--- config.mk ---
export PLATFORM = sky130hd
export DESIGN_NAME = dmem_port_arbiter
export DESIGN_NICKNAME = d
export VERILOG_FILES = /design/src/rtl/dmem_port_arbiter_pkg.sv /design/src/rtl/dmem_port_arbiter_rd_owner_pipe.sv /design/src/rtl/dmem_port_arbiter.sv
export SDC_FILE = /design/constraint.sdc
export NUM_CORES = 1
export LEC_CHECK = 0
export CORE_AREA = 2 2 100 102
export DETAILED_ROUTE_END_ITERATION = 10
export DIE_AREA = 0 0 102 104
export PLACE_DENSITY = 0.72
export SYNTH_ARGS = -nofsm -noshare
export SYNTH_HDL_FRONTEND = slang
export SYNTH_SLANG_ARGS = --single-unit
--- constraint.sdc ---
create_clock -name clk -period 3.3 [get_ports clk]
set_clock_uncertainty 0.05 [all_clocks]
set_input_delay 0.33 -clock clk [delete_from_list [all_inputs] [get_ports clk]]
set_output_delay 0.33 -clock clk [all_outputs]
set_load 0.05 [all_outputs]
--- src/rtl/dmem_port_arbiter_pkg.sv ---
// dmem_port_arbiter_pkg: widths, BRAM read latency and read-owner encoding shared by the data-port arbiter
// Contents: ADDR_W/DATA_W word-address and data widths, RD_LATENCY BRAM read latency,
//           owner_e (0 = core, 1 = loader) and rd_tag_t (one owner-pipeline stage).
package dmem_port_arbiter_pkg;

    localparam int ADDR_W     = 17;
    localparam int DATA_W     = 32;
    localparam int RD_LATENCY = 2;

    typedef enum logic {
        OWNER_CORE = 1'b0,
        OWNER_LDR  = 1'b1
    } owner_e;

    typedef struct packed {
        logic   valid;
        owner_e owner;
    } rd_tag_t;

endpackage

--- src/rtl/dmem_port_arbiter_rd_owner_pipe.sv ---
// rd_owner_pipe: remembers who issued each granted BRAM read until its data comes back
// Ports: clk, rstn (sync, active-low) | push, push_owner: read granted this cycle and its owner
//        out_valid, out_owner: read data on bram_dout this cycle and who it belongs to
module rd_owner_pipe
    import dmem_port_arbiter_pkg::*;
(
    input  logic clk,
    input  logic rstn,
    input  logic push,
    input  logic push_owner,
    output logic out_valid,
    output logic out_owner
);

    rd_tag_t                  head;
    rd_tag_t [RD_LATENCY-1:0] stage;

    assign head = '{valid: push, owner: owner_e'(push_owner)};

    always_ff @(posedge clk) begin
        if (!rstn)
            stage <= '0;
        else
            stage <= {stage[RD_LATENCY-2:0], head};
    end

    assign out_valid = stage[RD_LATENCY-1].valid;
    assign out_owner = stage[RD_LATENCY-1].owner;

endmodule

--- src/rtl/dmem_port_arbiter.sv ---
// dmem_port_arbiter: shares one BRAM port between the core memory stage and the program loader
// Ports: clk, rstn (sync, active-low)
//        core_req/we/addr/wdata -> core_gnt, mem_stall, core_rvalid, core_rdata
//        ldr_req/we/addr/wdata  -> ldr_gnt, ldr_rvalid, ldr_rdata
//        bram_en/we/addr/din -> BRAM, bram_dout <- BRAM (2-cycle read latency)
// Core wins ties unless the loader has lost STARVE_LIMIT cycles in a row.
module dmem_port_arbiter
    import dmem_port_arbiter_pkg::*;
#(
    parameter int STARVE_LIMIT = 8
) (
    input  logic              clk,
    input  logic              rstn,
    input  logic              core_req,
    input  logic              core_we,
    input  logic [ADDR_W-1:0] core_addr,
    input  logic [DATA_W-1:0] core_wdata,
    output logic              core_gnt,
    output logic              mem_stall,
    output logic              core_rvalid,
    output logic [DATA_W-1:0] core_rdata,
    input  logic              ldr_req,
    input  logic              ldr_we,
    input  logic [ADDR_W-1:0] ldr_addr,
    input  logic [DATA_W-1:0] ldr_wdata,
    output logic              ldr_gnt,
    output logic              ldr_rvalid,
    output logic [DATA_W-1:0] ldr_rdata,
    output logic              bram_en,
    output logic              bram_we,
    output logic [ADDR_W-1:0] bram_addr,
    output logic [DATA_W-1:0] bram_din,
    input  logic [DATA_W-1:0] bram_dout
);

    localparam logic [3:0] LIMIT = 4'(STARVE_LIMIT);

    logic [3:0] starve_cnt;
    logic       rd_push;
    logic       rd_push_owner;
    logic       rd_valid;
    logic       rd_owner;

    // Grants are gated by rstn so nothing reaches the BRAM while in reset.
    always_comb begin
        core_gnt      = rstn && core_req && !(ldr_req && starve_cnt == LIMIT);
        ldr_gnt       = rstn && ldr_req && !core_gnt;
        mem_stall     = core_req && !core_gnt;
        bram_en       = core_gnt || ldr_gnt;
        bram_we       = core_gnt ? core_we : ldr_gnt && ldr_we;
        bram_addr     = core_gnt ? core_addr : ldr_gnt ? ldr_addr : '0;
        bram_din      = core_gnt ? core_wdata : ldr_gnt ? ldr_wdata : '0;
        rd_push       = bram_en && !bram_we;
        rd_push_owner = ldr_gnt ? OWNER_LDR : OWNER_CORE;
    end

    always_ff @(posedge clk) begin
        if (!rstn || !ldr_req || ldr_gnt)
            starve_cnt <= '0;
        else if (starve_cnt != LIMIT)
            starve_cnt <= starve_cnt + 4'd1;
    end

    rd_owner_pipe u_rd_owner_pipe (
        .clk        (clk),
        .rstn       (rstn),
        .push       (rd_push),
        .push_owner (rd_push_owner),
        .out_valid  (rd_valid),
        .out_owner  (rd_owner)
    );

    // Read data is returned unqualified; rvalid alone marks it, and is dropped while in reset.
    assign core_rvalid = rstn && rd_valid && rd_owner == logic'(OWNER_CORE);
    assign ldr_rvalid  = rstn && rd_valid && rd_owner == logic'(OWNER_LDR);
    assign core_rdata  = bram_dout;
    assign ldr_rdata   = bram_dout;

endmodule

======== After elaboration in Yosys (flattened, before gate mapping) ========
Index checks and enable logic that the tools add are counted.
cells by class
  multiply operators ...................... 0
  div/mod/pow operators ................... 0
  muxes and demuxes ....................... 6
  bitwise gates (word level) .............. 1
  reduce and logical (&&, ||, !) cells .... 19
  order comparisons ....................... 0
  $add $sub $neg .......................... 1
  shifts and indexed selects .............. 0
  equal/unequal tests ..................... 2
operator list
  cell                                          number
  2-to-1 mux 32 bit                             2
  2-to-1 mux 17 bit                             2
  logical AND 1 bit                             11
  zero test 1 bit                               5
  adder 4 x 1 -> 4 bit (second input constant)  1
  equality test 4 bit (second input constant)   1
  != test 4 bit (second input constant)         1
  logical OR 1 bit                              3
  2-to-1 mux 1 bit                              2
  inverter 1 bit                                1
word-level totals
  memories ................................ 0
  memory bits (read-only) ................. 0
  bits in latches ......................... 0
  bits in writable memories ............... 0
  logic and storage cells ................. 34
  bits of input ports ..................... 136
  register bits after elaboration ......... 8

======== Logic depth before layout (Yosys ltp) ========
  depth in word-level cells ............... 10
  depth in mapped cells ................... 7
  depth with buffers taken out ............ 5

======== Modules after synthesis ========
From an unflattened synthesis, not the netlist that was laid out.
second synthesis, totals
  cells, all modules ...................... 165
  area total of the unflattened synthesis .. 1375.1 um^2
modules (own cells, without submodules)
  module             times used  cells each  seq. area each (um^2)  area each (um^2)
  dmem_port_arbiter  1           157         80.1                   1270.0
  rd_owner_pipe      1           8           80.1                   105.1

======== Worst setup path before layout ========
No wires, ideal clock.
  kind .................................... reg-to-output
  from .................................... register starve_cnt[0]
  to ...................................... output port bram_din[18]
  arrival time ............................ 1717 ps
  stages on the path, launching flop included .. 7
  slack ................................... 1203 ps
  required time ........................... 2920 ps
  cells stage by stage .................... dfxtp_1 -> inv_1 -> ha_1 -> nand3b_4 -> a21oi_2 -> buf_2 -> a22o_1
between the ends
  word-level cells in the longest chain between the ends .. 8
RTL lines
  what                            line                     source
  start: declaration              dmem_port_arbiter.sv:38  logic [3:0] starve_cnt;
  start signal: assignment        dmem_port_arbiter.sv:61  starve_cnt <= starve_cnt + 4'd1;
  equality test 4 bit             dmem_port_arbiter.sv:46  core_gnt = rstn && core_req && !(ldr_req && starve_cnt == LIMIT);
  logical AND 1 bit               dmem_port_arbiter.sv:46
  zero test 1 bit                 dmem_port_arbiter.sv:46
  logical AND 1 bit               dmem_port_arbiter.sv:46
  zero test 1 bit                 dmem_port_arbiter.sv:47  ldr_gnt = rstn && ldr_req && !core_gnt;
  logical AND 1 bit               dmem_port_arbiter.sv:47
  net ldr_gnt                     dmem_port_arbiter.sv:26  output logic ldr_gnt,
  2-to-1 mux 32 bit (2 in a row)  dmem_port_arbiter.sv:52  bram_din = core_gnt ? core_wdata : ldr_gnt ? ldr_wdata : '0;
  end: declaration                dmem_port_arbiter.sv:32  output logic [DATA_W-1:0] bram_din,
The timed path passes the listed nets, and every way through them passes these cells.

======== Worst setup path after layout ========
  from .................................... register starve_cnt[0]
  to ...................................... output port core_gnt
between the ends
  word-level cells in the longest chain between the ends .. 4
RTL lines
  what                 line                     source
  equality test 4 bit  dmem_port_arbiter.sv:46
  logical AND 1 bit    dmem_port_arbiter.sv:46
  zero test 1 bit      dmem_port_arbiter.sv:46
  logical AND 1 bit    dmem_port_arbiter.sv:46
  end: declaration     dmem_port_arbiter.sv:18  output logic core_gnt,
No other way between the ends.

==> impl_metrics.yaml <==
power:
  leakage_nw: 1.140
  p_clk_share_pct: 16.9
  netSwitchingFraction_pct: 38.45
  power_density_nw_per_um2: 240.0
  intPower_mw: 0.4190
  peakVddDrop_mv: 0.1041
  combPwrFrac_pct: 68.1
  seq_power_share_pct: 14.9
  p_switching_mw: 0.2618
floorplanning:
  dieWidth_um: 102
  num_rows: 36
  core-area_um2: 9549
  initial_core_util_pct: 14.19
  io_pins: 256
  fp.dieArea_um2: 10610
  die_h_um: 104
timing:
  worstMarginPinSlew_ps: 542.3
  drv_slew: 0
  setup_slack_ps: 633.9
  setup_viol: 0
  rsz0062_at_grt: "no"
  hold_viol_final: 0
  timing.slew.headroom_pct: 63.73
  max_freq_ghz: 0.3751
  fin_crit_ps: 2666
  fin_tns_setup_ps: 0
  period_share_pct: 80.79
global_route:
  grt_max_degree: 41
  antenna_found_initial: 2
  grt_pass1_wl_um: 8418
  grt_usage_pct: 10.14
  grt_pass1_vias: 1572
  grt_overflow: 0
setup_path:
  cp_data_required_time_ps: 2920
  cpPeakStageDelay_ps: 880
  critPathLaunchType: "flop"
  critPathKind: "reg2out"
  path_max_fanout: 14
  path_cells: "inv_1 > ha_1 > nand3b_4 > o211a_2 > clkdlybuf4s50_1"
  path_delay_family: "buffers and inverters"
  r2r_cells: 5
  rrSetupSlack_ps: 1680
  r2r_end: "u_rd_owner_pipe.stage[1]$_SDFF_PN0_"
  slowest_stage: "clkdlybuf4s50_1"
  crit_buf_inv: 2
  endpoint_kind: "output port"
  arrival_ps: 2290
  r2r-start: "starve_cnt[0]$_SDFFE_PP0P_"
clock_network:
  clockRootBuffer: "clkbuf_8"
  tritoncts: "yes"
  cts_htree_levels: 1
  cts_setup_buffers: 0
  clockBufferDepth: 2
  clock-sinks: 8
  worstSkewPairLatency_ps: 230
  ctsHoldBuffers: 0
  cts_buffers: 3
  ctsResizeCount: 0
  clk_pin_slew_ps: 40
finish:
  nFillCells: 991
  nNetsFinal: 391
  drive_gt1_share_pct: 23.90
  area_growth_pct: 109.3
logic_synthesis:
  ys_seq_area_share_pct: 11.82
  ys_warn_count: 0
  synth_cells: 161
  avgSynthCellArea_um2: 8.416
  ys_ff_latch: 8
  syn-cell-area_um2: 1355
  synth_nets: 299
  ys_types: 22
drt:
  num_vias: 1503
  drt_wl_total_um: 5822
  dr.pass1.iters: 3
  remaining_drc_errors: 0
  drtIter0Drc: 27
  vias_per_cell: 3.904
  drtAntennaViolNets: 0
  routedWlPerCell_um: 15.12
min_path:
  hp-class: "reg2reg"
  worstHoldPathCells: 1
  hp-start: "u_rd_owner_pipe.stage[0]$_SDFF_PN0_"
  holdPathEnd: "u_rd_owner_pipe.out_owner$_SDFF_PN0_"
placed_design:
  routabilityCongestion: 0.6571
  post-place-ws_ps: 630.5
  hpwl_um: 5120
  portBuffers: 159
run:
  maxCapViolCount: 0
outcome:
  outcome: "completed"
power by group through the flow:
| stage | Combinational (mW) | Clock, mW | Sequential [mW] |
|---|---|---|---|
| floorplan | 0.418 | 0 | 0.103 |
| detailed placement | 0.467 | 0 | 0.103 |
| global route | 0.483 | 0.126 | 0.102 |
| global placement | 0.462 | 0 | 0.103 |
| finish | 0.464 | 0.115 | 0.102 |
| CTS | 0.468 | 0.118 | 0.102 |
layout by cell type (no fill, tap or decap):
cell | netlist | layout
clkdlybuf4s50_1 | 0 | 108
a22o_1 | 50 | 50
buf_12 | 0 | 28
buf_4 | 64 | 26
dfxtp_1 | 8 | 8
inv_1 | 5 | 5
nor3_1 | 4 | 4
nand2_1 | 3 | 3
clkbuf_8 | 0 | 3
and2_1 | 2 | 2
ha_1 | 2 | 2
diode_2 | 0 | 1
nand3b_4 | 1 | 1
o211a_2 | 0 | 1
a21oi_4 | 0 | 1
nor2b_1 | 1 | 1
o21ai_0 | 1 | 1
nor2_1 | 1 | 1
and3_1 | 1 | 1
xnor2_1 | 1 | 1
a221oi_1 | 1 | 1
nand3_1 | 1 | 1
xor2_1 | 1 | 1
a21oi_1 | 1 | 1
layout make-up:
cell class / count / area [µm²] / share of cell area, %
inverters: 5 / 18.77 / 0.6617
flip-flops and latches: 8 / 160.2 / 5.646
well taps: 133 / 166.4 / 5.867
diodes: 1 / 2.502 / 0.08822
multi-input cells: 73 / 610.6 / 21.53
clock buffers: 3 / 41.29 / 1.456
repair buffers: 162 / 1837 / 64.76
worst max-delay path by stage:
stage                          startpoint  cells after the start           end
2_1_floorplan  starve_cnt[0]$_SDFFE_PP0P_                      6  bram_din[18]
3_3_place_gp                     core_req                      3      core_gnt
3_5_place_dp                     core_req                      5   bram_din[8]
4_1_cts        starve_cnt[0]$_SDFFE_PP0P_                      5      core_gnt
5_1_grt        starve_cnt[0]$_SDFFE_PP0P_                      7  bram_addr[8]
6_report       starve_cnt[0]$_SDFFE_PP0P_                      5      core_gnt
synthesized netlist by cell type:
| cell | count | share of area (%) |
|---|---|---|
| buf_4 | 64 | 35 |
| a22o_1 | 50 | 32 |
| dfxtp_1 | 8 | 12 |
| buf_6 | 6 | 5.0 |
| buf_2 | 5 | 1.8 |
| inv_1 | 5 | 1.4 |
| nor3_1 | 4 | 1.5 |
| nand2_1 | 3 | 0.83 |
| and2_1 | 2 | 0.92 |
| ha_1 | 2 | 1.8 |
| a21oi_1 | 1 | 0.37 |
| a21oi_2 | 1 | 0.65 |
| a221oi_1 | 1 | 0.65 |
| and3_1 | 1 | 0.46 |
| nand3_1 | 1 | 0.37 |
| nand3b_4 | 1 | 1.5 |
| nor2_1 | 1 | 0.28 |
| nor2b_1 | 1 | 0.46 |
| o211a_1 | 1 | 0.74 |
| o21ai_0 | 1 | 0.37 |
| xnor2_1 | 1 | 0.65 |
| xor2_1 | 1 | 0.65 |
sequential cells by signal (all words and copies together) (netlist names):
signal and cells:
u_rd_owner_pipe.out_owner 1, u_rd_owner_pipe.out_valid 1, starve_cnt 4, u_rd_owner_pipe.stage 2
per-layer routing:
metal  part of all wire [%]  vias to the layer above  GRT usage [%]  wire length [µm]
li1                       -                      704              -                 -
met1                     33                      665          9.809              1914
met2                     52                      112          19.27              3030
met3                     13                       20          3.831               735
met4                    2.2                        2          3.238               127
met5                   0.22                        -              0                13
per-stage QoR:
stage,total power [mW],utilization (%),hold slack (ps),instance area [µm²],cells
floorplan,0.5212,-,361.8,1355,161
global placement,0.5653,29.25,364.0,2793,381
detailed placement,0.5699,29.25,375.4,2793,381
CTS,0.6874,29.68,384.5,2834,384
global route,0.7108,29.68,407.8,2834,384
finish,0.6808,29.70,377.9,2836,385
cell families (layout without fill, tap and decap cells):
logic type | count (synthesis) | in the layout | synth area share, %
DFF | 8 | 8 | 11.82
buffers and inverters | 80 | 170 | 43.67
and+or+nand+nor | 14 | 14 | 6.279
AOI/OAI and AO/OA | 55 | 55 | 35.09
xor gates and xnor gates | 2 | 2 | 1.293
other | 0 | 1 | 0
adders and majority gates | 2 | 2 | 1.846
Note: power is estimated with default switching activity, not from simulation.
